## src/rtl/hazard_pkg.sv

```systemverilog
// Shared types and helpers for the forwarding / load-use hazard unit.
package hazard_pkg;

   localparam int FWD_RF = 0;
   // Widest register address the tag entries can hold; narrower REG_AW is zero-extended.
   localparam int TAG_AW = 8;

   typedef struct packed {
      logic              valid;
      logic [TAG_AW-1:0] dst;
      logic              is_load;
   } tag_entry_t;

   function automatic int sel_w(input int depth);
      return $clog2(depth + 1);
   endfunction

endpackage

```

## src/rtl/fwd_match.sv

```systemverilog
// Per-operand priority encoder over the in-flight destination tags.
module fwd_match
   import hazard_pkg::*;
#(
   parameter int REG_AW   = 5,
   parameter int DEPTH    = 3,
   parameter int LOAD_LAT = 1,
   parameter int SEL_W    = 2
) (
   input  tag_entry_t        tags [DEPTH],
   input  logic [REG_AW-1:0] src,
   input  logic              used,
   output logic [SEL_W-1:0]  sel,
   output logic              load_hit
);

   logic [TAG_AW-1:0] src_ext;

   assign src_ext = TAG_AW'(src);

   // Walk oldest to youngest so the youngest match overwrites older ones.
   always_comb begin
      sel      = SEL_W'(FWD_RF);
      load_hit = 1'b0;
      for (int k = DEPTH - 1; k >= 0; k--) begin
         if (used && tags[k].valid && (tags[k].dst == src_ext)) begin
            sel      = SEL_W'(k + 1);
            load_hit = tags[k].is_load && (k < LOAD_LAT);
         end
      end
   end

endmodule

```

## src/rtl/fwd_hazard_unit.sv

```systemverilog
// Forwarding select generation and load-use stall detection beside the ID/EX register.
module fwd_hazard_unit
   import hazard_pkg::*;
#(
   parameter  int REG_AW   = 5,
   parameter  int NUM_SRC  = 2,
   parameter  int DEPTH    = 3,
   parameter  int LOAD_LAT = 1,
   localparam int SEL_W    = sel_w(DEPTH)
) (
   input  logic                       clk,
   input  logic                       rst_n,
   input  logic                       id_valid,
   input  logic [NUM_SRC*REG_AW-1:0]  id_src,
   input  logic [NUM_SRC-1:0]         id_src_used,
   input  logic [REG_AW-1:0]          id_dst,
   input  logic                       id_wen,
   input  logic                       id_is_load,
   input  logic                       flush,
   input  logic                       freeze,
   input  logic                       stat_clr,
   output logic                       stall,
   output logic [NUM_SRC*SEL_W-1:0]   fwd_sel_ex,
   output logic [15:0]                stall_cnt
);

   tag_entry_t                 e [DEPTH];
   logic [NUM_SRC*SEL_W-1:0]   sel_c;
   logic [NUM_SRC-1:0]         load_hit;
   logic                       trackable;

   for (genvar i = 0; i < NUM_SRC; i++) begin : g_src
      fwd_match #(
         .REG_AW   (REG_AW),
         .DEPTH    (DEPTH),
         .LOAD_LAT (LOAD_LAT),
         .SEL_W    (SEL_W)
      ) u_match (
         .tags     (e),
         .src      (id_src[i*REG_AW +: REG_AW]),
         .used     (id_src_used[i]),
         .sel      (sel_c[i*SEL_W +: SEL_W]),
         .load_hit (load_hit[i])
      );
   end

   // Register 0 is hardwired, so writes to it are never tracked.
   assign trackable = id_valid && id_wen && (id_dst != '0);
   assign stall     = id_valid && (|load_hit) && !flush;

   // Tag pipeline and forwarding select register
   always_ff @(posedge clk or negedge rst_n) begin
      if (!rst_n) begin
         for (int k = 0; k < DEPTH; k++) begin
            e[k] <= '0;
         end
         fwd_sel_ex <= '0;
      end else if (!freeze) begin
         for (int k = DEPTH - 1; k > 0; k--) begin
            e[k] <= e[k-1];
         end
         if (flush || stall) begin
            e[0]       <= '0;
            fwd_sel_ex <= '0;
         end else begin
            e[0]       <= '{valid: trackable, dst: TAG_AW'(id_dst), is_load: id_is_load};
            fwd_sel_ex <= sel_c;
         end
      end
   end

   // Load-use stall statistics
   always_ff @(posedge clk or negedge rst_n) begin
      if (!rst_n) begin
         stall_cnt <= '0;
      end else if (!freeze) begin
         if (stat_clr) begin
            stall_cnt <= '0;
         end else if (stall && (stall_cnt != 16'hFFFF)) begin
            stall_cnt <= stall_cnt + 16'd1;
         end
      end
   end

endmodule

```

## config.mk

```make
export PLATFORM = sky130hd
export DESIGN_NAME = fwd_hazard_unit
export DESIGN_NICKNAME = d
export VERILOG_FILES = /design/src/rtl/hazard_pkg.sv /design/src/rtl/fwd_match.sv /design/src/rtl/fwd_hazard_unit.sv
export SDC_FILE = /design/constraint.sdc
export NUM_CORES = 1
export LEC_CHECK = 0
export ABC_AREA = 0
export ABC_CLOCK_PERIOD_IN_PS = 2250
export BUFFER_PORTS_ARGS = -buffer_cell sky130_fd_sc_hd__buf_2
export CAP_MARGIN = 10
export CELL_PAD_IN_SITES_DETAIL_PLACEMENT = 1
export CELL_PAD_IN_SITES_GLOBAL_PLACEMENT = 1
export CORE_MARGIN = 1.5
export CORE_UTILIZATION = 31
export CTS_CLUSTER_SIZE = 14
export DETAILED_ROUTE_END_ITERATION = 12
export HOLD_SLACK_MARGIN = 0.08
export PLACE_DENSITY_LB_ADDON = 0.15
export SLEW_MARGIN = 30
export SYNTH_ARGS = -nofsm -noshare
export SYNTH_HDL_FRONTEND = slang
export SYNTH_SLANG_ARGS = --single-unit
```

## constraint.sdc

```tcl
create_clock -name clk -period 2.25 [get_ports clk]
set_input_delay 0 -clock clk [delete_from_list [all_inputs] [get_ports clk]]
set_output_delay 0 -clock clk [all_outputs]
set_load 0.01 [all_outputs]
```

### Word level (Yosys, flattened, before mapping)

Cells that the tools add are included.

| storage, ports and cells | value |
|---|---|
| logic and storage cells | 53 |
| bits in registers | 48 |
| input port bits | 25 |

| operators by class | value |
|---|---|
| add/sub/neg operators | 1 |
| bitwise operators | 1 |
| reduce and logical (&&, ||, !) cells | 23 |
| equal/unequal tests | 7 |
| mux-type cells | 12 |

Operator list:

| cell | number |
|---|---|
| $eq 8x5->1 | 6 |
| $mux 16 | 2 |
| $logic_and 1x1->1 | 17 |
| $add 16x1->16 const B | 1 |
| $ne 16x16->1 const B | 1 |
| $mux 2 | 6 |
| $mux 10 | 1 |
| $reduce_bool 5->1 | 1 |
| $mux 4 | 1 |
| $mux 1 | 2 |
| $reduce_and 2->1 | 1 |
| $reduce_bool 2->1 | 1 |
| $reduce_or 2->1 | 1 |
| $logic_not 1->1 | 1 |
| $logic_or 1x1->1 | 1 |
| $not 1->1 | 1 |

### Logic depth before layout (Yosys ltp)

| logic depth | value |
|---|---|
| depth after elaboration | 9 |
| depth in mapped cells | 7 |
| mapped depth without buffers | 6 |

### Modules after synthesis

Synthesis repeated with hierarchy kept, for this count alone.

| unflattened totals | value |
|---|---|
| cells, all modules | 251 |
| area total of the unflattened synthesis | 2548.7 µm² |

By module, submodules not included:

| module | area each (µm²) | times used | cells an instance |
|---|---|---|---|
| fwd_hazard_unit | 2038.2 | 1 | 189 |
| fwd_match | 255.2 | 2 | 31 |

### Least setup slack after synthesis

Ideal clock, no wire load.

| path | value |
|---|---|
| path kind | register -> register |
| start point | register stall_cnt[0] |
| end point | register stall_cnt[10] |
| library setup time | 0.134 ns |
| path slack | 0.337 ns |
| clock period less this slack | 1.913 ns |
| required time | 2.116 ns |
| buffers on the path | 1 |
| stages on the path, launching flop included | 8 |
| data arrival time | 1.779 ns |
| path through | dfrtp_1 ha_1 nand3_1 or3_1 o21ai_1 buf_2 nor4_1 mux2i_1 |

| between the ends | value |
|---|---|
| cells in the longest elaborated chain, start to end | 4 |
| elaborated cells on any way between the ends | 7 |
| classes of those cells | add/sub (1); eq/ne (1); mux (2); reduce/logical (3) |

Ends and longest elaborated chain:

| item | RTL line | text |
|---|---|---|
| start: declaration | fwd_hazard_unit.sv:24 | `output logic [15:0] stall_cnt` |
| start signal: assignment | fwd_hazard_unit.sv:80 | `stall_cnt <= stall_cnt + 16'd1;` |
| parallel branches: the longest is 4 deep, another holds $add 16x1->16 | n/a |  |

Parallel ways; which one is timed is not known. The select of a mux whose other input is x is not followed.
A chain may end at the register's enable or synchronous reset.

### Final worst setup path

| path | value |
|---|---|
| start point | register e[22] in the netlist's numbering |
| end point | register stall_cnt[14] |

| between the ends | value |
|---|---|
| cells in the longest elaborated chain, start to end | 9 |
| elaborated cells on any way between the ends | 12 |
| classes of those cells | eq/ne (2); mux (2); reduce/logical (8) |

Ends and longest elaborated chain:

| item | RTL line | text |
|---|---|---|
| start: declaration | fwd_hazard_unit.sv:27 | `tag_entry_t e [DEPTH];` |
| start signal: indexed assignment | fwd_hazard_unit.sv:60 | `e[k] <= e[k-1];` |
| $eq 8x5->1 | fwd_match.sv:26 | `if (used && tags[k].valid && (tags[k].dst == src_ext)) begin` |
| $logic_and 1x1->1 | fwd_match.sv:26 |  |
| $mux 1 | fwd_match.sv:26 |  |
| $reduce_or 2->1 (*) | fwd_hazard_unit.sv:49 | `assign stall = id_valid && (\|load_hit) && !flush;` |
| $logic_and 1x1->1 (*) (2 in a row) | fwd_hazard_unit.sv:49 |  |
| $logic_and 1x1->1 (*) | fwd_hazard_unit.sv:79 | `end else if (stall && (stall_cnt != 16'hFFFF)) begin` |
| $reduce_bool 2->1 (no source line) (*) | n/a |  |
| $reduce_and 2->1 (no source line) (*) | n/a |  |

Mark *: on every way between the ends. The rest lies on a longest branch, timed or not.

==> impl_metrics.ini <==
[clocking]
cts_htree_levels = 2
clock_sink_count = 39
post-cts-setup-buffers = 0
clockRootBuffer = sky130_fd_sc_hd__clkbuf_8
clk_slew_on_worst_s_h_paths_ns = 0.08
clk-insertion-delay-late_ns = 0.30
cts_tree = yes
cts_inserted_buffers = 5
max-clock-path-buffers = 2

[synth]
synth_nets = 249
post_synth_instance_area_sq_mm = 0.00230
seq_area_frac_synth = 0.424
synth.area.top_cells = sky130_fd_sc_hd__dfrtp_1 (42%), sky130_fd_sc_hd__xnor2_1 (6.1%), sky130_fd_sc_hd__mux2_2 (5.9%)
ys_async_sr_fraction = 1.00
synth.lib_cells_used.distinct = 46
syn_area_per_cell_sq_um = 10.3
postSynthCellCount = 223
synth_edf_count = 0
netlist.area_leader.share = 0.424
synth_seq_cells = 39
synth_top_cell_by_area = sky130_fd_sc_hd__dfrtp_1
synth_flop_cell = sky130_fd_sc_hd__dfrtp_1
ys.warnings.count = 0

[final_layout]
fillers = 872
multi_input_gate_area_in_the_final_layout_sq_mm = 0.00129
regArea_sq_um = 976
diodes = 0
area.growth.synth_to_final_pct = 23.4
drive_above_1_share = 0.305
layout.core_utilization = 0.394
stdcell_area_sq_mm = 0.00284
num-nets-final = 305

[floorplan]
io_pins = 46
die_height_um = 89.2
floorplan.rows = 31
initial_core_utilization = 0.319
die_w_um = 89.2
core_sq_mm = 0.00721
fp.dieArea_sq_mm = 0.00795

[placed_design]
dp.final_hpwl_um = 4800
finalWeightedCongestion = 0.790
placed_cell_area_sq_mm = 0.00267
pre_cts_ws_ns = 0.130
port_buffers = 45

[timing]
max_slew.worst_pin.slew_ns = 0.607
timing.final.crit_share = 0.924
finalSetupViolations = 0
timing.setup.tns_ns = 0
slew_headroom = 0.591
final.min_clock_period_ns = 2.08
final_hold_viol_count = 0
fmax_mhz = 481
report.final.slew_viol_count = 0
clock_skew_ns = 0.0106
postLayoutSetupSlackWorst_ns = 0.171

[power]
comb_power_share = 0.161
clockPowerShare = 0.327
power.share.switching = 0.280
p_sw_mw = 0.425
power.density_cell_area_mw_per_mm2 = 535
fin_total_pwr_mw = 1.52
vdd_ir_drop_max_uv = 212
intPower_mw = 1.09
static_leakage_power_nw = 1.26
seq_power_share = 0.512

[hold_path]
hold_class = in2reg

[critical_path]
crit_arrival_ns = 2.28
biggest_fanout_along_the_worst_timing_path = 9
crit-reg2reg-launch = e[22]
worst_setup_path_startpoint = e[22]
timing.reg2reg.setup_slack_ns = 0.17
start_kind = register
end_kind = register
setup.worst_path.class = reg2reg
cp.required_ns = 2.45
crit_path_end = stall_cnt[14]
timing.rr.end = stall_cnt[14]
reg2reg_depth = 5

[global_route]
grt_antenna_before_repair = 0
first_global_vias = 2045
grt_start_max_net_pins = 40
overflow = 0
grt_pass1_wl_um = 10800
grt_use_total = 0.181

[routing]
drtPass1Iterations = 4
route.detailed.drc = 0
route.final.wire_length_um = 6510
post_drt_via_cell_ratio = 5.14
postRouteAntennaNets = 0
num_vias = 1944
initialDrtViolationCount = 50
wl_per_cell_um = 17.2

[status]
outcome = finished clean

[job]
count_of_max_cap_constraint_violations = 0
power groups by stage:
stage          clock, mW  combinational, mW  sequential [mW]
3_5_place_dp           0              0.236            0.793
3_3_place_gp           0              0.233            0.792
2_1_floorplan          0              0.144            0.782
5_1_grt            0.536              0.274            0.786
6_report           0.497              0.245            0.778
4_1_cts            0.514              0.247            0.779
per-stage QoR:
stage                     hold slack (ns)  instances
after floorplan                    -0.296        223
after CTS                           0.109        378
final                               0.130        378
after global placement              0.206        364
after detailed placement            0.205        364
after global routing                0.166        378
Yosys cell counts, drive strengths merged, types with 2 or more instances:
cell	number
or4	2
o211ai	2
xor2	14
mux2	12
dfrtp	39
a22o	10
and3	2
mux2i	9
clkbuf	8
inv	2
nand4	7
and4	3
o31ai	5
nand2	22
nor4	11
nand3	7
nor3	4
xnor2	16
o21ai	2
and2	6
o41ai	5
buf	2
or3	4
or2	10
nor2	4
metal layers:
layer	vias up	global-route usage	routed length, um	share of wire
li1	947	-	-	-
met1	963	0.253	3220	0.50
met2	29	0.290	3040	0.47
met3	5	0.0314	170	0.026
met4	0	0.0462	72	0.011
met5	-	0	0	0
layout by cell type (no fill, tap or decap), types with 2 or more instances in the layout:
| master | netlist | layout |
|---|---|---|
| sky130_fd_sc_hd__a22o_1 | 10 | 10 |
| sky130_fd_sc_hd__and2_1 | 6 | 6 |
| sky130_fd_sc_hd__and3_1 | 2 | 2 |
| sky130_fd_sc_hd__and4_1 | 3 | 3 |
| sky130_fd_sc_hd__buf_2 | 1 | 44 |
| sky130_fd_sc_hd__buf_4 | 0 | 8 |
| sky130_fd_sc_hd__clkbuf_8 | 0 | 6 |
| sky130_fd_sc_hd__dfrtp_1 | 39 | 39 |
| sky130_fd_sc_hd__dlygate4sd3_1 | 0 | 7 |
| sky130_fd_sc_hd__inv_1 | 2 | 2 |
| sky130_fd_sc_hd__mux2_2 | 12 | 12 |
| sky130_fd_sc_hd__mux2i_1 | 9 | 9 |
| sky130_fd_sc_hd__nand2_1 | 22 | 22 |
| sky130_fd_sc_hd__nand3_1 | 7 | 7 |
| sky130_fd_sc_hd__nand4_1 | 7 | 7 |
| sky130_fd_sc_hd__nor2_1 | 4 | 4 |
| sky130_fd_sc_hd__nor3_1 | 4 | 4 |
| sky130_fd_sc_hd__nor4_1 | 11 | 11 |
| sky130_fd_sc_hd__o211ai_1 | 2 | 2 |
| sky130_fd_sc_hd__o31ai_1 | 5 | 5 |
| sky130_fd_sc_hd__o41ai_1 | 4 | 2 |
| sky130_fd_sc_hd__o41ai_2 | 1 | 3 |
| sky130_fd_sc_hd__or2_2 | 8 | 8 |
| sky130_fd_sc_hd__or3_1 | 4 | 4 |
| sky130_fd_sc_hd__xnor2_1 | 16 | 16 |
| sky130_fd_sc_hd__xor2_1 | 14 | 14 |
cells by family after synthesis:
group,Yosys count,synth area share
adders and majority gates,1,0.00543
AOI/OAI and AO/OA,35,0.133
buffers and inverters,12,0.0201
and+or+nand+nor,85,0.206
DFF,39,0.424
xor gates and xnor gates,30,0.114
muxes,21,0.0978
state kept, by name, indices dropped and copies added, names as in the netlist:
signal      cells
stall_cnt      16
fwd_sel_ex      4
e              19
worst max-delay path, stage by stage, from the launching register on:
cell	delay (ns)
sky130_fd_sc_hd__dfrtp_1	0.43
sky130_fd_sc_hd__xnor2_1	0.27
sky130_fd_sc_hd__nand4_1	0.19
sky130_fd_sc_hd__o22a_4	0.32
sky130_fd_sc_hd__or4_4	0.55
sky130_fd_sc_hd__o41ai_2	0.22
final cells by class:
cell class	count	area share
clock inverter	1	0.00176
sequential	39	0.344
multi-input combinational	172	0.456
timing repair buffer	59	0.123
clock buffer	6	0.0291
inverter	2	0.00264
tap	99	0.0436
worst min-delay path by stage:
| stage | from | to | depth (start not counted) |
|---|---|---|---|
| global route | id_wen | e[29] | 3 |
| finish | flush | stall_cnt[5] | 3 |
| global placement | rst_n | fwd_sel_ex[0] | 1 |
| CTS | id_wen | e[29] | 3 |
| floorplan | rst_n | e[11] | 0 |
| detailed placement | rst_n | fwd_sel_ex[1] | 1 |
repair_timing:
action / in CTS / in global routing
setup endpoints to repair: 0 / 2
endpoints found under the hold margin: 45 / 0
hold buffers: 7 / 0
gates resized for setup: 0 / 2
Note: power is estimated with default switching activity, not from simulation.
